--- src/rtl/loader_pkg.sv ---
// Shared definitions for the UART boot loader: FSM state encoding, the frame
// sync byte and the baud-divider computation.
package loader_pkg;

  // Loader frame-parser states.
  typedef enum logic [2:0] {
    S_SYNC,
    S_LEN0,
    S_LEN1,
    S_DATA,
    S_CSUM,
    S_DONE,
    S_ERR
  } load_state_t;

  localparam logic [7:0] SYNC_BYTE = 8'hA5;

  // Clock cycles per UART bit (integer truncation).
  function automatic int unsigned calc_div(input int unsigned clk_freq,
                                           input int unsigned baud);
    return clk_freq / baud;
  endfunction

endpackage

--- src/rtl/uart_rx_8n1.sv ---
// UART 8N1 receiver with a 2-flop input synchronizer.
// Ports:
//   clk       in   system clock, rising edge
//   rst       in   asynchronous active-high reset
//   rx        in   serial line, idle high, asynchronous to clk
//   byte_vld  out  one-cycle pulse when a byte with a valid stop bit arrives
//   byte_o    out  received byte, valid with byte_vld
//   frm_err   out  one-cycle pulse when the stop bit is sampled low
module uart_rx_8n1 #(
  parameter int unsigned DIV = 434
) (
  input  logic       clk,
  input  logic       rst,
  input  logic       rx,
  output logic       byte_vld,
  output logic [7:0] byte_o,
  output logic       frm_err
);

  localparam int unsigned CNT_W = $clog2(DIV + 1);
  localparam int unsigned HALF  = DIV / 2;

  typedef enum logic [1:0] {R_IDLE, R_START, R_DATA, R_STOP} rx_state_t;

  logic             r_rx_meta, r_rx_sync, r_rx_prev;
  rx_state_t        r_state, w_nxt_state;
  logic [CNT_W-1:0] r_cnt, w_nxt_cnt;
  logic [2:0]       r_bit, w_nxt_bit;
  logic [7:0]       r_shift, w_nxt_shift;
  logic             r_byte_vld, w_nxt_byte_vld;
  logic [7:0]       r_byte, w_nxt_byte;
  logic             r_frm_err, w_nxt_frm_err;
  logic             w_fall;

  // Synchronizer plus one delayed copy for falling-edge detection.
  always_ff @(posedge clk or posedge rst) begin
    if (rst) begin
      r_rx_meta <= 1'b1;
      r_rx_sync <= 1'b1;
      r_rx_prev <= 1'b1;
    end else begin
      r_rx_meta <= rx;
      r_rx_sync <= r_rx_meta;
      r_rx_prev <= r_rx_sync;
    end
  end

  assign w_fall = r_rx_prev & ~r_rx_sync;

  // State register.
  always_ff @(posedge clk or posedge rst) begin
    if (rst) begin
      r_state    <= R_IDLE;
      r_cnt      <= '0;
      r_bit      <= '0;
      r_shift    <= '0;
      r_byte_vld <= 1'b0;
      r_byte     <= '0;
      r_frm_err  <= 1'b0;
    end else begin
      r_state    <= w_nxt_state;
      r_cnt      <= w_nxt_cnt;
      r_bit      <= w_nxt_bit;
      r_shift    <= w_nxt_shift;
      r_byte_vld <= w_nxt_byte_vld;
      r_byte     <= w_nxt_byte;
      r_frm_err  <= w_nxt_frm_err;
    end
  end

  // Next-state: start is re-checked at half a bit, data/stop at bit centres.
  always_comb begin
    w_nxt_state    = r_state;
    w_nxt_cnt      = r_cnt;
    w_nxt_bit      = r_bit;
    w_nxt_shift    = r_shift;
    w_nxt_byte_vld = 1'b0;
    w_nxt_byte     = r_byte;
    w_nxt_frm_err  = 1'b0;
    case (r_state)
      R_IDLE: begin
        w_nxt_cnt = '0;
        if (w_fall) w_nxt_state = R_START;
      end
      R_START: begin
        if (r_cnt == CNT_W'(HALF - 1)) begin
          w_nxt_cnt = '0;
          w_nxt_bit = '0;
          // A line already back high was a glitch.
          w_nxt_state = r_rx_sync ? R_IDLE : R_DATA;
        end else begin
          w_nxt_cnt = r_cnt + CNT_W'(1);
        end
      end
      R_DATA: begin
        if (r_cnt == CNT_W'(DIV - 1)) begin
          w_nxt_cnt   = '0;
          w_nxt_shift = {r_rx_sync, r_shift[7:1]};
          if (r_bit == 3'd7) w_nxt_state = R_STOP;
          else               w_nxt_bit   = r_bit + 3'd1;
        end else begin
          w_nxt_cnt = r_cnt + CNT_W'(1);
        end
      end
      R_STOP: begin
        if (r_cnt == CNT_W'(DIV - 1)) begin
          w_nxt_cnt   = '0;
          w_nxt_state = R_IDLE;
          if (r_rx_sync) begin
            w_nxt_byte_vld = 1'b1;
            w_nxt_byte     = r_shift;
          end else begin
            w_nxt_frm_err = 1'b1;
          end
        end else begin
          w_nxt_cnt = r_cnt + CNT_W'(1);
        end
      end
      default: w_nxt_state = R_IDLE;
    endcase
  end

  assign byte_vld = r_byte_vld;
  assign byte_o   = r_byte;
  assign frm_err  = r_frm_err;

endmodule

--- src/rtl/rom_uart_loader.sv ---
// Boot loader: receives a framed program image over UART 8N1 and writes it
// as 32-bit little-endian words into the instruction ROM, holding the core in
// reset until the image is accepted.
// Frame: A5 | LEN lo | LEN hi | LEN x 4 data bytes | [CSUM]
// Build option: define LOADER_CHECKSUM_EN to expect a trailing XOR checksum
// byte covering every byte after the sync byte.
// Ports:
//   clk         in   system clock, rising edge
//   rst         in   asynchronous active-high reset
//   uart_rx     in   serial input, idle high
//   rom_we      out  one-cycle ROM write strobe per word
//   rom_waddr   out  ROM word address
//   rom_wdata   out  ROM write data
//   core_rst_n  out  active-low core reset, released after a good load
//   load_done   out  image accepted (sticky until rst)
//   load_err    out  frame rejected (sticky until rst)
module rom_uart_loader
  import loader_pkg::*;
#(
  parameter int unsigned CLK_FREQ    = 50_000_000,
  parameter int unsigned BAUD        = 115200,
  parameter int unsigned ADDR_W      = 12,
  parameter int unsigned TIMEOUT_CYC = 1_000_000
) (
  input  logic              clk,
  input  logic              rst,
  input  logic              uart_rx,
  output logic              rom_we,
  output logic [ADDR_W-1:0] rom_waddr,
  output logic [31:0]       rom_wdata,
  output logic              core_rst_n,
  output logic              load_done,
  output logic              load_err
);

  localparam int unsigned DIV   = calc_div(CLK_FREQ, BAUD);
  localparam int unsigned DEPTH = 2 ** ADDR_W;
  localparam int unsigned TMO_W = $clog2(TIMEOUT_CYC + 1);

`ifdef LOADER_CHECKSUM_EN
  localparam load_state_t S_TAIL = S_CSUM;
`else
  localparam load_state_t S_TAIL = S_DONE;
`endif

  logic        w_byte_vld;
  logic [7:0]  w_byte;
  logic        w_frm_err;

  uart_rx_8n1 #(.DIV(DIV)) u_rx (
    .clk      (clk),
    .rst      (rst),
    .rx       (uart_rx),
    .byte_vld (w_byte_vld),
    .byte_o   (w_byte),
    .frm_err  (w_frm_err)
  );

  load_state_t       r_state, w_nxt_state;
  logic [15:0]       r_len, w_nxt_len;
  logic [ADDR_W-1:0] r_idx, w_nxt_idx;
  logic [23:0]       r_word, w_nxt_word;
  logic [1:0]        r_bcnt, w_nxt_bcnt;
  logic [TMO_W-1:0]  r_tmo, w_nxt_tmo;
  logic              r_rom_we, w_nxt_rom_we;
  logic [ADDR_W-1:0] r_rom_waddr, w_nxt_rom_waddr;
  logic [31:0]       r_rom_wdata, w_nxt_rom_wdata;
  logic              r_core_rst_n, w_nxt_core_rst_n;
  logic              r_load_done, w_nxt_load_done;
  logic              r_load_err, w_nxt_load_err;
`ifdef LOADER_CHECKSUM_EN
  logic [7:0]        r_csum, w_nxt_csum;
`endif

  logic [15:0] w_len_full;
  logic [31:0] w_word_full;
  logic        w_last_word;
  logic        w_active;

  assign w_len_full  = {w_byte, r_len[7:0]};
  assign w_word_full = {w_byte, r_word};
  assign w_last_word = (32'(r_idx) + 32'd1) == 32'(r_len);
  assign w_active    = (r_state == S_LEN0) || (r_state == S_LEN1) ||
                       (r_state == S_DATA) || (r_state == S_CSUM);

  // State register.
  always_ff @(posedge clk or posedge rst) begin
    if (rst) begin
      r_state      <= S_SYNC;
      r_len        <= '0;
      r_idx        <= '0;
      r_word       <= '0;
      r_bcnt       <= '0;
      r_tmo        <= '0;
      r_rom_we     <= 1'b0;
      r_rom_waddr  <= '0;
      r_rom_wdata  <= '0;
      r_core_rst_n <= 1'b0;
      r_load_done  <= 1'b0;
      r_load_err   <= 1'b0;
`ifdef LOADER_CHECKSUM_EN
      r_csum       <= '0;
`endif
    end else begin
      r_state      <= w_nxt_state;
      r_len        <= w_nxt_len;
      r_idx        <= w_nxt_idx;
      r_word       <= w_nxt_word;
      r_bcnt       <= w_nxt_bcnt;
      r_tmo        <= w_nxt_tmo;
      r_rom_we     <= w_nxt_rom_we;
      r_rom_waddr  <= w_nxt_rom_waddr;
      r_rom_wdata  <= w_nxt_rom_wdata;
      r_core_rst_n <= w_nxt_core_rst_n;
      r_load_done  <= w_nxt_load_done;
      r_load_err   <= w_nxt_load_err;
`ifdef LOADER_CHECKSUM_EN
      r_csum       <= w_nxt_csum;
`endif
    end
  end

  // Frame parser, word assembler, timeout and status outputs.
  always_comb begin
    w_nxt_state      = r_state;
    w_nxt_len        = r_len;
    w_nxt_idx        = r_idx;
    w_nxt_word       = r_word;
    w_nxt_bcnt       = r_bcnt;
    w_nxt_rom_we     = 1'b0;
    w_nxt_rom_waddr  = r_rom_waddr;
    w_nxt_rom_wdata  = r_rom_wdata;
    // Status follows the terminal state one cycle later, so the final rom_we
    // pulse has already dropped when core_rst_n rises.
    w_nxt_core_rst_n = (r_state == S_DONE);
    w_nxt_load_done  = (r_state == S_DONE);
    w_nxt_load_err   = (r_state == S_ERR);
    w_nxt_tmo        = (!w_active || w_byte_vld) ? '0 : r_tmo + TMO_W'(1);
`ifdef LOADER_CHECKSUM_EN
    w_nxt_csum       = r_csum;
    if (w_byte_vld && ((r_state == S_LEN0) || (r_state == S_LEN1) || (r_state == S_DATA)))
      w_nxt_csum = r_csum ^ w_byte;
`endif

    case (r_state)
      S_SYNC: begin
`ifdef LOADER_CHECKSUM_EN
        w_nxt_csum = '0;
`endif
        if (w_byte_vld && (w_byte == SYNC_BYTE)) w_nxt_state = S_LEN0;
      end
      S_LEN0: begin
        if (w_byte_vld) begin
          w_nxt_len   = {8'h00, w_byte};
          w_nxt_state = S_LEN1;
        end
      end
      S_LEN1: begin
        if (w_byte_vld) begin
          w_nxt_len  = w_len_full;
          w_nxt_idx  = '0;
          w_nxt_bcnt = '0;
          if (32'(w_len_full) > DEPTH)  w_nxt_state = S_ERR;
          else if (w_len_full == 16'd0) w_nxt_state = S_TAIL;
          else                          w_nxt_state = S_DATA;
        end
      end
      S_DATA: begin
        if (w_byte_vld) begin
          w_nxt_word = w_word_full[31:8];
          w_nxt_bcnt = r_bcnt + 2'd1;
          if (r_bcnt == 2'd3) begin
            w_nxt_rom_we    = 1'b1;
            w_nxt_rom_waddr = r_idx;
            w_nxt_rom_wdata = w_word_full;
            // Index never advances past the last word, so it cannot wrap.
            if (w_last_word) w_nxt_state = S_TAIL;
            else             w_nxt_idx   = r_idx + ADDR_W'(1);
          end
        end
      end
`ifdef LOADER_CHECKSUM_EN
      S_CSUM: begin
        if (w_byte_vld) w_nxt_state = (w_byte == r_csum) ? S_DONE : S_ERR;
      end
`endif
      default: ;
    endcase

    // Framing errors and inter-byte timeout abort an in-progress frame.
    if (w_active && w_frm_err) w_nxt_state = S_ERR;
    if (w_active && !w_byte_vld && (r_tmo >= TMO_W'(TIMEOUT_CYC))) w_nxt_state = S_ERR;
  end

  assign rom_we     = r_rom_we;
  assign rom_waddr  = r_rom_waddr;
  assign rom_wdata  = r_rom_wdata;
  assign core_rst_n = r_core_rst_n;
  assign load_done  = r_load_done;
  assign load_err   = r_load_err;

endmodule

--- config.mk ---
export PLATFORM = sky130hd
export DESIGN_NAME = rom_uart_loader
export DESIGN_NICKNAME = d
export VERILOG_FILES = /design/src/rtl/loader_pkg.sv /design/src/rtl/uart_rx_8n1.sv /design/src/rtl/rom_uart_loader.sv
export SDC_FILE = /design/constraint.sdc
export NUM_CORES = 1
export LEC_CHECK = 0
export BUFFER_PORTS_ARGS = -buffer_cell sky130_fd_sc_hd__buf_4
export CELL_PAD_IN_SITES_DETAIL_PLACEMENT = 2
export CELL_PAD_IN_SITES_GLOBAL_PLACEMENT = 2
export CORE_MARGIN = 2
export CORE_UTILIZATION = 43
export CTS_CLUSTER_DIAMETER = 150
export DETAILED_ROUTE_END_ITERATION = 8
export GPL_ROUTABILITY_DRIVEN = 0
export GPL_TIMING_DRIVEN = 0
export HOLD_SLACK_MARGIN = 0.12
export PLACE_DENSITY = 0.82
export SYNTH_ARGS = -nofsm -noshare
export SYNTH_HDL_FRONTEND = slang
export SYNTH_HIERARCHICAL = 1
export SYNTH_SLANG_ARGS = --single-unit
--- constraint.sdc ---
create_clock -name clk -period 9.86 [get_ports clk]
set_input_delay 1.479 -clock clk [delete_from_list [all_inputs] [get_ports clk]]
set_output_delay 1.479 -clock clk [all_outputs]
set_load 0.01 [all_outputs]
After elaboration in Yosys (flattened, before gate mapping)
Cells that the tools add are included.

Flip-flop bits (word level): 159. Logic and storage cells: 140. Output and inout port bits: 48. Input bits: 3.

Bitwise operators: 3. Order comparisons: 2. Add/sub/neg operators: 6. Reduce and logical (&&, ||, !) cells: 29. Muxes and demuxes: 46. Equality and inequality tests: 32.

Operator list (number): $mux W12 (4); $mux W3 (13); $mux W16 (2); $pmux W16 S2 (1); $pmux W9 S3 (1); $pmux W12 S2 (1); $add A20 B1 Y20 const B (1); $ge A20 B20 Y1 const B (1); $mux W20 (1); $mux W9 (2); $ne A2 B1 Y1 const B (9); $eq A13 B16 Y1 (1); $gt A16 B13 Y1 const B (1); $logic_not A16 Y1 (1); $mux W2 (8); $ne A4 B1 Y1 const B (4); $reduce_and A3 Y1 (5); $add A12 B1 Y13 const B (1); $add A12 B1 Y12 const B (1); $eq A3 B3 Y1 const B (4); $pmux W3 S4 (1); $reduce_and A5 Y1 (2); $add A9 B1 Y9 const B (1); $eq A9 B8 Y1 const B (1); 28 further kinds (51).

Depth between registers and ports, before layout
Word-level depth: 8. Depth in mapped cells: 9. Depth with buffers taken out: 8.

Cells and area by module
Netlist, hierarchy kept.

Modules (own cells, without submodules): rom_uart_loader (cells each 531, area an instance 5665.4 sq um, seq. area each 3103.0 sq um, instances 1); uart_rx_8n1 (cells each 114, area an instance 1535.2 sq um, seq. area each 879.6 sq um, instances 1).

Least setup slack after synthesis
Ideal clock, no wire load.

Kind: reg-to-reg. From: reg r_idx[0]. To: reg r_idx[8]. Arrival time: 2.456 ns. Path buffers: 1. Period minus slack after synthesis: 2.582 ns. Data required time: 9.734 ns. Path slack: 7.278 ns. Library setup time: 0.126 ns. Cell stages (with the launch flop): 10. Cell sequence: dfrtp_1 > ha_1 > nand3_4 > or3_4 > or3_1 > o211ai_2 > nor3_2 > a211o_1 > buf_6 > a221o_1.

Longest elaborated chain between the ends: 5. Elaborated cells on any way between the ends: 9. Those cells by class: add/sub (2); eq/ne (2); mux (4); reduce/logical (1).

Ends and longest elaborated chain: from (decl) (line rom_uart_loader.sv:61) `logic [ADDR_W-1:0] r_idx, w_nxt_idx;`; from (signal assigned) (line rom_uart_loader.sv:107) `r_idx <= w_nxt_idx;`; branches (longest 5 deep; another with $add A12 B1 Y13).

Parallel ways; which one is timed is not known. The select of a mux whose other input is x is not followed. A chain may end at the register's enable or synchronous reset.

Worst setup path in the final report
Same ends and word-level chain as after synthesis.

==> flow_metrics.tcl <==
set metrics [dict create \
    status "complete, no violations" \
    hold_buffers 0 \
    maxSlewHeadroom 0.1966 \
    synth_flop_cell "dfrtp_1" \
    yosys_warnings 6 \
    synth.distinct_cells 63 \
    setup_viol 0 \
    die_h_um 133.4 \
    avgSynthCellArea_um2 11.16 \
    synth_edf_count 0 \
    p_leak_nw 4.092 \
    num_rows 47 \
    drive_gt1_frac 0.2569 \
    startpoint_type "flip-flop" \
    cts_buffer_depth 2 \
    synth_cells 645 \
    hold_viol 0 \
    worst_slew_pin_slew_ns 1.195 \
    area_growth_pct 17.53 \
    fmax_ghz 0.3321 \
    grt_pass1_wl_um 34730 \
    cts_root_buf "clkbuf_16" \
    start_util 0.4373 \
    insertion_delay_ns 0.44 \
    die_width_um 133.4 \
    nNetsFinal 727 \
    clkSlewWorstSetupHoldPaths_ns 0.07 \
    overflow 0 \
    r2r_cells 9 \
    ant_nets 0 \
    route.vias.total 5335 \
    ys_ff_latch 159 \
    peakVddDrop_uv 141.1 \
    wl_per_cell_um 22.44 \
    final_cell_mix "dfrtp_1, nand2_1, mux2_2" \
    drv_slew 0 \
    async_flop_share 1.000 \
    grt_pass1_vias 6121 \
    synth_fp_nets 657 \
    setup_tns_ns 0 \
    drt_iter0_markers 242 \
    rsz0062_at_grt "no" \
    antenna_cells 0 \
    cts_sinks 159 \
    fill_cells 1648 \
    antenna_found_initial 0 \
    io_buffers 50 \
    cts_resized 0 \
    hold_path_class "flip-flop to flip-flop" \
    finalPower_w 0.001406 \
    crit_arrival_ns 3.33 \
    io_pins 51 \
    fin_worst_skew_ns 0.01045 \
    final_common_cell "dfrtp_1" \
    critPathKind "flip-flop to flip-flop" \
    synth.area.top_cells "dfrtp_1, mux2_2, nand2_1, xnor2_1, nor2_1" \
    place_hpwl_um 13660 \
    drc 0 \
    dieArea_mm2 0.01780 \
    holdPathStages 0 \
    routed_wl_um 21280 \
    track_usage 0.2542 \
    cp_max_fo 10 \
    required_ns 10.18 \
    power-per-cell-area_mw_per_mm2 166.1 \
    cts_tree "built" \
    core_mm2 0.01647 \
    cts-buffers-inserted 17 \
    grt_max_degree 101 \
    postCtsSetupBuffers 0 \
    stdcell_area_mm2 0.008463 \
    timing.final.crit_share 0.3054 \
    drt_pass1_iterations 4 \
    viasPerCell 5.628 \
    htreeDepth 4 \
    maxCapViolations 0 \
    placed_area_mm2 0.007884 \
    synth_top_cell_by_area "dfrtp_1" \
    end_kind "flip-flop" \
    post-route-min-period_ns 3.011 \
    netlist_area_mm2 0.007201 \
    synth_top_cell_area_share 0.5421 \
    fin_util 0.5140 \
    synth-seq-area-share 0.5531 \
]
-- through the flow --
stage                     worst slack [ns]  cells  hold WS, ns
after global routing                 6.553    948       0.3696
after floorplan                      5.082    645       0.3452
after global placement               3.661    915       0.3496
after CTS                            6.867    948       0.3612
after detailed placement             6.860    916       0.3512
final                                6.849    948       0.3603
-- layer usage --
| metal | track usage | up-vias | wire, um |
|---|---|---|---|
| met1 | 0.3131 | 2837 | 9032 |
| li1 | - | 2384 | - |
| met2 | 0.4573 | 85 | 11430 |
| met5 | 0 | - | 0 |
| met4 | 0.07388 | 0 | 323 |
| met3 | 0.04528 | 29 | 494 |
-- worst max-delay path, cell delays in order, from the launching register on --
cell,delay (ns)
dfrtp_1,0.52
ha_1,0.39
nand3_4,0.14
or3_4,0.42
or3_1,0.39
o211ai_2,0.11
nor3_2,0.07
a211o_1,0.30
buf_6,0.16
a221o_1,0.36
-- cell families after synthesis --
family	after synthesis	synth area share
AND/OR/NAND/NOR	258	0.1788
flip-flops	159	0.5531
multiplexers	69	0.1077
AO/OA/AOI/OAI	62	0.06551
buffers and inverters	47	0.02937
XOR/XNOR	41	0.04987
adder cells (fa/ha/maj)	9	0.01564
-- sequential cells by signal, summed over array words and instances, names as in the netlist, 2 cells and up, named ones only --
register      flops
rom_wdata        32
r_tmo            20
u_rx/r_cnt        9
u_rx/r_shift      8
r_len            16
r_idx            12
r_word           24
u_rx/byte_o       8
u_rx/r_bit        3
r_bcnt            2
r_state           3
rom_waddr        12
-- area by class of cell --
class | count | area, um^2 | share of cell area
plain buffers | 28 | 140.1 | 0.01656
clock buffers | 18 | 439.2 | 0.05189
clock inverters | 14 | 140.1 | 0.01656
inverters | 19 | 76.32 | 0.009018
multi-input cells | 439 | 3007 | 0.3553
flip-flops and latches | 159 | 3983 | 0.4706
well taps | 220 | 275.3 | 0.03253
repair buffers | 51 | 402.9 | 0.04760
-- synth_stat cells (all sizes together) (2+ instances only) --
library cell	n
nand2	111
nand4b	3
buf	10
o31ai	4
and4	3
a21oi	3
a21o	2
nand2b	4
xor2	17
o22a	5
nor2	46
mux2	68
nand3	24
a31oi	2
dfrtp	156
inv	19
clkbuf	18
a221o	2
and3	9
nor3	18
nor3b	2
o21a	2
o41ai	3
or2	2
xnor2	24
nor2b	2
dfstp	3
o211ai	2
o21ai	16
a22o	2
a22oi	9
or3	6
or4	3
nor4	11
nand4	10
ha	9
-- final timing paths --
path                                                from                        end  slack (ns)
worst max-delay path                r_idx[0]$_DFFE_PP0P_       r_idx[8]$_DFFE_PP0P_        6.85
worst min-delay path            u_rx/r_rx_meta$_DFF_PP1_   u_rx/r_rx_sync$_DFF_PP1_        0.36
worst max register to register      r_idx[0]$_DFFE_PP0P_       r_idx[8]$_DFFE_PP0P_        6.85
worst min register to register  u_rx/r_rx_meta$_DFF_PP1_   u_rx/r_rx_sync$_DFF_PP1_        0.36
max in group asynchronous                            rst       r_idx[6]$_DFFE_PP0P_        8.09
min in group asynchronous                            rst  rom_wdata[28]$_DFFE_PP0P_        0.99
-- power by group --
group / switching [W] / total [W] / leakage (nW) / internal, W
Clock: 0.000315 / 0.000660 / 0.286 / 0.000344
Sequential: 0.0000248 / 0.000692 / 2.19 / 0.000667
Combinational: 0.0000337 / 0.0000543 / 1.61 / 0.0000205
Total: 0.000374 / 0.00141 / 4.09 / 0.00103
Note: power is estimated with default switching activity, not from simulation.
